File: config.mk
export PLATFORM = sky130hd
export DESIGN_NAME = rob_ring
export DESIGN_NICKNAME = d
export VERILOG_FILES = /design/src/rtl/rob_ring.sv
export SDC_FILE = /design/constraint.sdc
export NUM_CORES = 1
export LEC_CHECK = 0
export ABC_CLOCK_PERIOD_IN_PS = 12300
export BUFFER_PORTS_ARGS = -buffer_cell sky130_fd_sc_hd__buf_2
export CAP_MARGIN = 25
export CORE_ASPECT_RATIO = 1.2
export CORE_MARGIN = 8
export CORE_UTILIZATION = 64
export DETAILED_ROUTE_END_ITERATION = 10
export GPL_ROUTABILITY_DRIVEN = 1
export MAX_ROUTING_LAYER = met4
export PLACE_DENSITY = 0.82
export SLEW_MARGIN = 20
export SYNTH_ARGS = -nofsm -noshare
export SYNTH_HDL_FRONTEND = slang
export SYNTH_SLANG_ARGS = --single-unit
File: constraint.sdc
create_clock -name clk -period 12.3 [get_ports clk]
set_clock_uncertainty 0.05 [all_clocks]
set_input_delay 2.46 -clock clk [delete_from_list [all_inputs] [get_ports clk]]
set_output_delay 2.46 -clock clk [all_outputs]
set_load 0.005 [all_outputs]
File: src/rtl/rob_ring.sv
// rob_ring: circular reorder buffer, in-order retire, tag shootdown,
// precise-exception flush. Ports: alloc_* dispatch, wb_* completion,
// retire_* commit, shootdown*, exc_* fault report, free_count/empty/full.
module rob_ring #(
  parameter int ROB_ENTRIES    = 16,
  parameter int DISPATCH_WIDTH = 2,
  parameter int RETIRE_WIDTH   = 2,
  parameter int WB_PORTS       = 2,
  parameter int AREG_BITS      = 4,
  parameter int PREG_BITS      = 6,
  parameter int TAG_BITS       = 2,
  localparam int IDX_BITS      = $clog2(ROB_ENTRIES)
) (
  input  logic                                clk,
  input  logic                                reset,
  input  logic                                clear,
  input  logic [DISPATCH_WIDTH-1:0]           alloc_req,
  input  logic [DISPATCH_WIDTH*AREG_BITS-1:0] alloc_areg,
  input  logic [DISPATCH_WIDTH*PREG_BITS-1:0] alloc_preg,
  input  logic [DISPATCH_WIDTH*PREG_BITS-1:0] alloc_old_preg,
  input  logic [DISPATCH_WIDTH-1:0]           alloc_zerocycle,
  input  logic [DISPATCH_WIDTH*TAG_BITS-1:0]  alloc_tag,
  output logic                                alloc_ready,
  output logic [DISPATCH_WIDTH*IDX_BITS-1:0]  alloc_idx,
  input  logic [WB_PORTS-1:0]                 wb_valid,
  input  logic [WB_PORTS*IDX_BITS-1:0]        wb_idx,
  input  logic [WB_PORTS-1:0]                 wb_exception,
  input  logic                                retire_ready,
  output logic [RETIRE_WIDTH-1:0]             retire_valid,
  output logic [RETIRE_WIDTH*AREG_BITS-1:0]   retire_areg,
  output logic [RETIRE_WIDTH*PREG_BITS-1:0]   retire_preg,
  output logic [RETIRE_WIDTH*PREG_BITS-1:0]   retire_old_preg,
  input  logic                                shootdown,
  input  logic [TAG_BITS-1:0]                 shootdown_tag,
  output logic                                exc_valid,
  output logic [IDX_BITS-1:0]                 exc_idx,
  output logic [IDX_BITS:0]                   free_count,
  output logic                                empty,
  output logic                                full
);

  localparam int CW = IDX_BITS + 1;
  typedef logic [IDX_BITS-1:0] idx_t;
  typedef logic [CW-1:0]       cnt_t;

  logic [ROB_ENTRIES-1:0] vld_q, vld_d;
  logic [ROB_ENTRIES-1:0] bsy_q, bsy_d;
  logic [ROB_ENTRIES-1:0] exc_q, exc_d;
  logic [AREG_BITS-1:0]   areg_q  [ROB_ENTRIES];
  logic [PREG_BITS-1:0]   preg_q  [ROB_ENTRIES];
  logic [PREG_BITS-1:0]   opreg_q [ROB_ENTRIES];
  logic [TAG_BITS-1:0]    tag_q   [ROB_ENTRIES];
  idx_t head_q, head_d;
  idx_t tail_q, tail_d;
  cnt_t cnt_q, cnt_d;

  cnt_t n_alloc, n_ret, sq_off;
  logic sq_hit, flush, ok;
  logic [ROB_ENTRIES-1:0] sq_mask;
  idx_t rel, ri, wi, ti;

  assign free_count = cnt_t'(ROB_ENTRIES) - cnt_q;
  assign empty      = (cnt_q == '0);
  assign full       = (free_count == '0);
  assign exc_idx    = head_q;
  assign exc_valid  = vld_q[head_q] & ~bsy_q[head_q]
                    & exc_q[head_q] & retire_ready;
  assign flush      = clear | exc_valid;

  // First live entry (from head) younger than the surviving tag;
  // everything from there to the tail is squashed.
  always_comb begin
    sq_hit  = 1'b0;
    sq_off  = '0;
    rel     = '0;
    sq_mask = '0;
    for (int j = ROB_ENTRIES-1; j >= 0; j--) begin
      if (shootdown && cnt_t'(j) < cnt_q &&
          tag_q[head_q + idx_t'(j)] > shootdown_tag) begin
        sq_hit = 1'b1;
        sq_off = cnt_t'(j);
      end
    end
    for (int k = 0; k < ROB_ENTRIES; k++) begin
      rel = idx_t'(k) - head_q;
      sq_mask[k] = sq_hit && cnt_t'(rel) >= sq_off
                && cnt_t'(rel) < cnt_q;
    end
  end

  // Retire window: contiguous done entries from head; squashed
  // entries never retire even if complete.
  always_comb begin
    ok    = 1'b1;
    n_ret = '0;
    ri    = '0;
    for (int j = 0; j < RETIRE_WIDTH; j++) begin
      ri = head_q + idx_t'(j);
      ok = ok & vld_q[ri] & ~bsy_q[ri]
         & ~exc_q[ri] & ~sq_mask[ri];
      retire_valid[j] = ok;
      retire_areg[j*AREG_BITS +: AREG_BITS]     = areg_q[ri];
      retire_preg[j*PREG_BITS +: PREG_BITS]     = preg_q[ri];
      retire_old_preg[j*PREG_BITS +: PREG_BITS] = opreg_q[ri];
      if (ok && retire_ready) n_ret = n_ret + cnt_t'(1);
    end
  end

  always_comb begin
    n_alloc = '0;
    for (int i = 0; i < DISPATCH_WIDTH; i++) begin
      n_alloc = n_alloc + cnt_t'(alloc_req[i]);
      alloc_idx[i*IDX_BITS +: IDX_BITS] = tail_q + idx_t'(i);
    end
    alloc_ready = (n_alloc <= free_count)
                && !shootdown && !exc_valid;
  end

  always_comb begin
    vld_d = vld_q;
    bsy_d = bsy_q;
    exc_d = exc_q;
    wi    = '0;
    ti    = '0;
    for (int w = 0; w < WB_PORTS; w++) begin
      wi = wb_idx[w*IDX_BITS +: IDX_BITS];
      if (wb_valid[w] && vld_q[wi] && !sq_mask[wi]) begin
        bsy_d[wi] = 1'b0;
        exc_d[wi] = exc_d[wi] | wb_exception[w];
      end
    end
    for (int j = 0; j < RETIRE_WIDTH; j++) begin
      if (retire_ready && retire_valid[j])
        vld_d[head_q + idx_t'(j)] = 1'b0;
    end
    vld_d = vld_d & ~sq_mask;
    for (int i = 0; i < DISPATCH_WIDTH; i++) begin
      if (alloc_ready && alloc_req[i]) begin
        ti = tail_q + idx_t'(i);
        vld_d[ti] = 1'b1;
        bsy_d[ti] = ~alloc_zerocycle[i];
        exc_d[ti] = 1'b0;
      end
    end
    head_d = head_q + n_ret[IDX_BITS-1:0];
    if (sq_hit)
      tail_d = head_q + sq_off[IDX_BITS-1:0];
    else if (alloc_ready)
      tail_d = tail_q + n_alloc[IDX_BITS-1:0];
    else
      tail_d = tail_q;
    cnt_d = cnt_q - n_ret
          - (sq_hit ? cnt_q - sq_off : '0)
          + (alloc_ready ? n_alloc : '0);
    if (flush) begin
      vld_d  = '0;
      bsy_d  = '0;
      exc_d  = '0;
      head_d = '0;
      tail_d = '0;
      cnt_d  = '0;
    end
  end

  always_ff @(posedge clk or negedge reset) begin
    if (!reset) begin
      vld_q  <= '0;
      bsy_q  <= '0;
      exc_q  <= '0;
      head_q <= '0;
      tail_q <= '0;
      cnt_q  <= '0;
    end else begin
      vld_q  <= vld_d;
      bsy_q  <= bsy_d;
      exc_q  <= exc_d;
      head_q <= head_d;
      tail_q <= tail_d;
      cnt_q  <= cnt_d;
    end
  end

  always_ff @(posedge clk or negedge reset) begin
    if (!reset) begin
      for (int k = 0; k < ROB_ENTRIES; k++) begin
        areg_q[k]  <= '0;
        preg_q[k]  <= '0;
        opreg_q[k] <= '0;
        tag_q[k]   <= '0;
      end
    end else begin
      for (int i = 0; i < DISPATCH_WIDTH; i++) begin
        if (alloc_ready && alloc_req[i]) begin
          areg_q[tail_q + idx_t'(i)] <=
            alloc_areg[i*AREG_BITS +: AREG_BITS];
          preg_q[tail_q + idx_t'(i)] <=
            alloc_preg[i*PREG_BITS +: PREG_BITS];
          opreg_q[tail_q + idx_t'(i)] <=
            alloc_old_preg[i*PREG_BITS +: PREG_BITS];
          tag_q[tail_q + idx_t'(i)] <=
            alloc_tag[i*TAG_BITS +: TAG_BITS];
        end
      end
    end
  end

endmodule

==> summary.txt <==
Run status
  • Outcome: finished clean

Die
  • Die width: 207 µm
  • Vertical die dimension: 245 µm
  • CORE AREA: 43500 µm²
  • Top-Level Pins: 114
  • Initial Util: 0.642
  • Placement Rows: 84
  • Total die area: 50600 µm²

Setup path
  • Depth of the most critical reg-to-reg path: 32
  • Worst reg2reg startpoint: exc_idx[1]
  • Maximum fanout along the worst path: 55
  • Critical path startpoint: exc_idx[1]
  • Arrival time worst endpoint: 8.26 ns
  • Register-to-register path setup slack: 1.55 ns
  • Critical R2R Capture: cnt_q[4]
  • Critical Path Sink Type: output pin
  • Required time at the worst-slack endpoint: 9.79 ns
  • Category of the critical setup timing path: reg2out
  • Critical Path Source Type: flip-flop

Flow run
  • Number of maximum-capacitance constraint violations: 0

Yosys
  • Yosys warnings: 0
  • Synthesized instance count: 2852
  • Proportion of synthesized flip-flops having asynchronous set or reset: 1.00
  • Leading area contributor after synthesis: dfrtp_1
  • Distinct cell type count after synthesis: 89
  • Avg Synthesized Cell Area: 9.80 µm²
  • Largest cells by area after synthesis: dfrtp_1 (31%), mux4_2 (18%), mux2i_1 (11%), ha_1 (6.1%), nand2_1 (4.7%)
  • Sequential fraction of the synthesis area: 0.313
  • Post-synthesis cell area: 27900 µm²
  • Commonest cells in the netlist: dfrtp_1 (349), nand2_1 (349), mux2i_1 (320)
  • Share of the synthesized area in the top cell type: 0.313
  • Net count after synthesis: 3055
  • Number of enable flip-flop cells after synthesis: 0
  • Primary FF master, synth: dfrtp_1
  • Total of flip-flops plus latches after synthesis: 349

Drt
  • Mean routed wirelength per cell: 29.2 µm
  • Total vias in the final route: 24.9k
  • Number of remaining DRC errors: 0
  • Starting DRC count in detailed routing: 3165
  • DRT Wirelength: 98700 µm
  • Via-to-Cell Ratio: 7.38
  • DRT Pass-1 Iters: 6
  • Count of antenna-violating nets left after detailed routing: 0

STA
  • Worst slew margin relative to its limit: 0.204
  • Setup_tns: 0 ns
  • Final setup violation count: 0
  • Endpoints failing hold: 0
  • RSZ-0062 raised after global routing: no
  • Fraction of the cycle the final worst path needs: 0.875
  • Final-layout worst hold slack: 0.496 ns
  • Worst Tran Pin Value: 1.19 ns
  • Post-route worst setup slack: 1.53 ns
  • Fmax: 92.9 MHz
  • Final-report max-slew violation count: 0
  • Fin crit period: 10.77 ns

Place
  • Worst setup slack before clock tree synthesis: 1.53 ns
  • Number of placed cells counting well taps: 3305
  • Dpl cell area: 28700 µm²
  • Routability-driven placement congestion ratio: 1.02
  • Post-detailed-placement half-perimeter wirelength: 64200 µm
  • Number of port buffers: 113

Clock network
  • Root Driver: clkbuf_16
  • Number of hold buffers added after cts: 0
  • Count of cells resized by post-cts repair: 0
  • Number of buffers created by CTS: 38
  • H-tree levels: 2
  • Clock-pin slew on the worst setup and hold paths: 0.07 ns
  • Clock sink count: 349
  • Number of buffers inserted by post-CTS setup repair: 0
  • Maximum clock path buffer count: 3
  • Worst-skew pair later-pin latency: 0.55 ns
  • CTS tree: done

Final layout
  • Final instance area: 30100 µm²
  • Signed area change from the synthesized netlist to the final layout: 7.67%
  • Post-route insts no fill: 3381
  • Final layout net count: 2994
  • Layout cells sized above 1: 0.184
  • Final core area utilization: 0.691

Hold path
  • Hold Crit Endpoint: bsy_q[14]
  • Depth of the worst hold-timing path: 2
  • Hold crit path type: reg2reg
  • Startpoint of the lowest-slack hold path: bsy_q[14]

Global route
  • GRT overflow: 0
  • First-pass GRT wire length: 149000 µm
  • Initial antenna violation count: 4
  • All-Layer GR Usage: 0.399
  • Vias in the first global route: 24.8k
  • Pin count of the biggest net entering global routing: 183

Power
  • Maximum vdd ir drop: 0.219 mV
  • Power per cell area: 243 nW/µm²
  • Static Leakage: 12.4 nW
  • PnR Total Power: 7.31 mW
logic make-up (layout without fill, tap and decap cells):
family                     after synthesis  count (layout)  synth area share
AOI/OAI and AO/OA                      658             658             0.140
xor gates and xnor gates                33              33            0.0103
adders and majority gates              144             144            0.0666
buffers and inverters                  339             304            0.0475
DFF                                    349             349             0.313
muxes                                  552             552             0.297
other                                    0               5                 0
and+or+nand+nor                        777             777             0.126
power by group:
| part | total (mW) | internal [mW] | switching, mW |
|---|---|---|---|
| sequential | 2.00 | 1.59 | 0.415 |
| clock | 1.15 | 0.652 | 0.499 |
| combinational | 4.16 | 1.89 | 2.26 |
| total | 7.31 | 4.13 | 3.18 |
per-layer routing:
layer | wire length, µm | GRT usage
met3 | 11400 | 0.0798
met5 | 0 | -
met2 | 45400 | 0.604
met4 | 7410 | 0.257
met1 | 34500 | 0.487
cell usage in the layout, fill, tap and decap left out, types with 7 or more instances in the layout:
| master | n |
|---|---|
| o31a_1 | 7 |
| xnor2_1 | 23 |
| nand4_1 | 11 |
| xor2_1 | 9 |
| o2111ai_1 | 9 |
| and3_1 | 12 |
| o211ai_1 | 24 |
| clkinv_2 | 8 |
| o21a_1 | 12 |
| mux2_2 | 11 |
| o22ai_1 | 11 |
| mux4_2 | 221 |
| a211oi_1 | 12 |
| nor2_1 | 192 |
| fa_1 | 8 |
| o21ai_1 | 22 |
| dfrtp_1 | 346 |
| nor3_1 | 25 |
| clkbuf_1 | 7 |
| a31oi_1 | 39 |
| inv_1 | 63 |
| o21ai_0 | 241 |
| nor2_4 | 9 |
| buf_4 | 44 |
| or2_2 | 12 |
| a21o_1 | 18 |
| nand2b_1 | 13 |
| nor4b_1 | 9 |
| clkbuf_16 | 39 |
| mux2i_1 | 320 |
| ha_1 | 135 |
| and2_1 | 20 |
| clkbuf_8 | 8 |
| nor2b_1 | 32 |
| nand2_1 | 349 |
| nand3_1 | 32 |
| nor3b_1 | 9 |
| buf_2 | 112 |
| a21oi_1 | 185 |
final cells by class:
type	instances	area (µm²)
clock inverter	12	96.3
multi-input combinational	2164	18000
fill	3195	13400
timing repair buffer	170	1150
tap	559	699
inverter	68	255
sequential	349	8740
clock buffer	54	1110
antenna	5	12.5
critical path: stages (launching register included):
cell and delay (ns):
dfrtp_4 1.00, inv_1 0.20, ha_4 0.68, mux4_2 0.61
mux4_2 0.49, ha_1 0.30, nor2b_1 0.13, o21ai_0 0.28
o22ai_1 0.16, or3_1 0.57, o21ai_0 0.21, nand2_1 0.32
ha_1 0.51, nand2_1 0.06, o21ai_0 0.40, a21o_1 0.21
nand2_1 0.21, mux4_2 0.52, o21a_1 0.23, nor2_1 0.14
and2_1 0.19, a21oi_1 0.07, buf_2 0.15
registers in the layout, summed over array words and instances (netlist names):
name / flops
vld_q: 16
preg_q: 96
tag_q: 32
tail_q: 4
bsy_q: 16
areg_q: 64
exc_q: 16
exc_idx: 4
cnt_q: 5
opreg_q: 96
how the worst max path moves through the flow:
stage | endpoint | slack (ns) | cells past startpoint
6_report | retire_valid[1] | 1.53 | 22
5_1_grt | cnt_q[4] | 1.10 | 32
2_1_floorplan | cnt_q[4] | 1.51 | 38
3_3_place_gp | cnt_q[4] | 1.58 | 29
3_5_place_dp | cnt_q[4] | 1.53 | 30
4_1_cts | cnt_q[4] | 1.67 | 32
No activity file was read; power rests on OpenSTA's default activity.
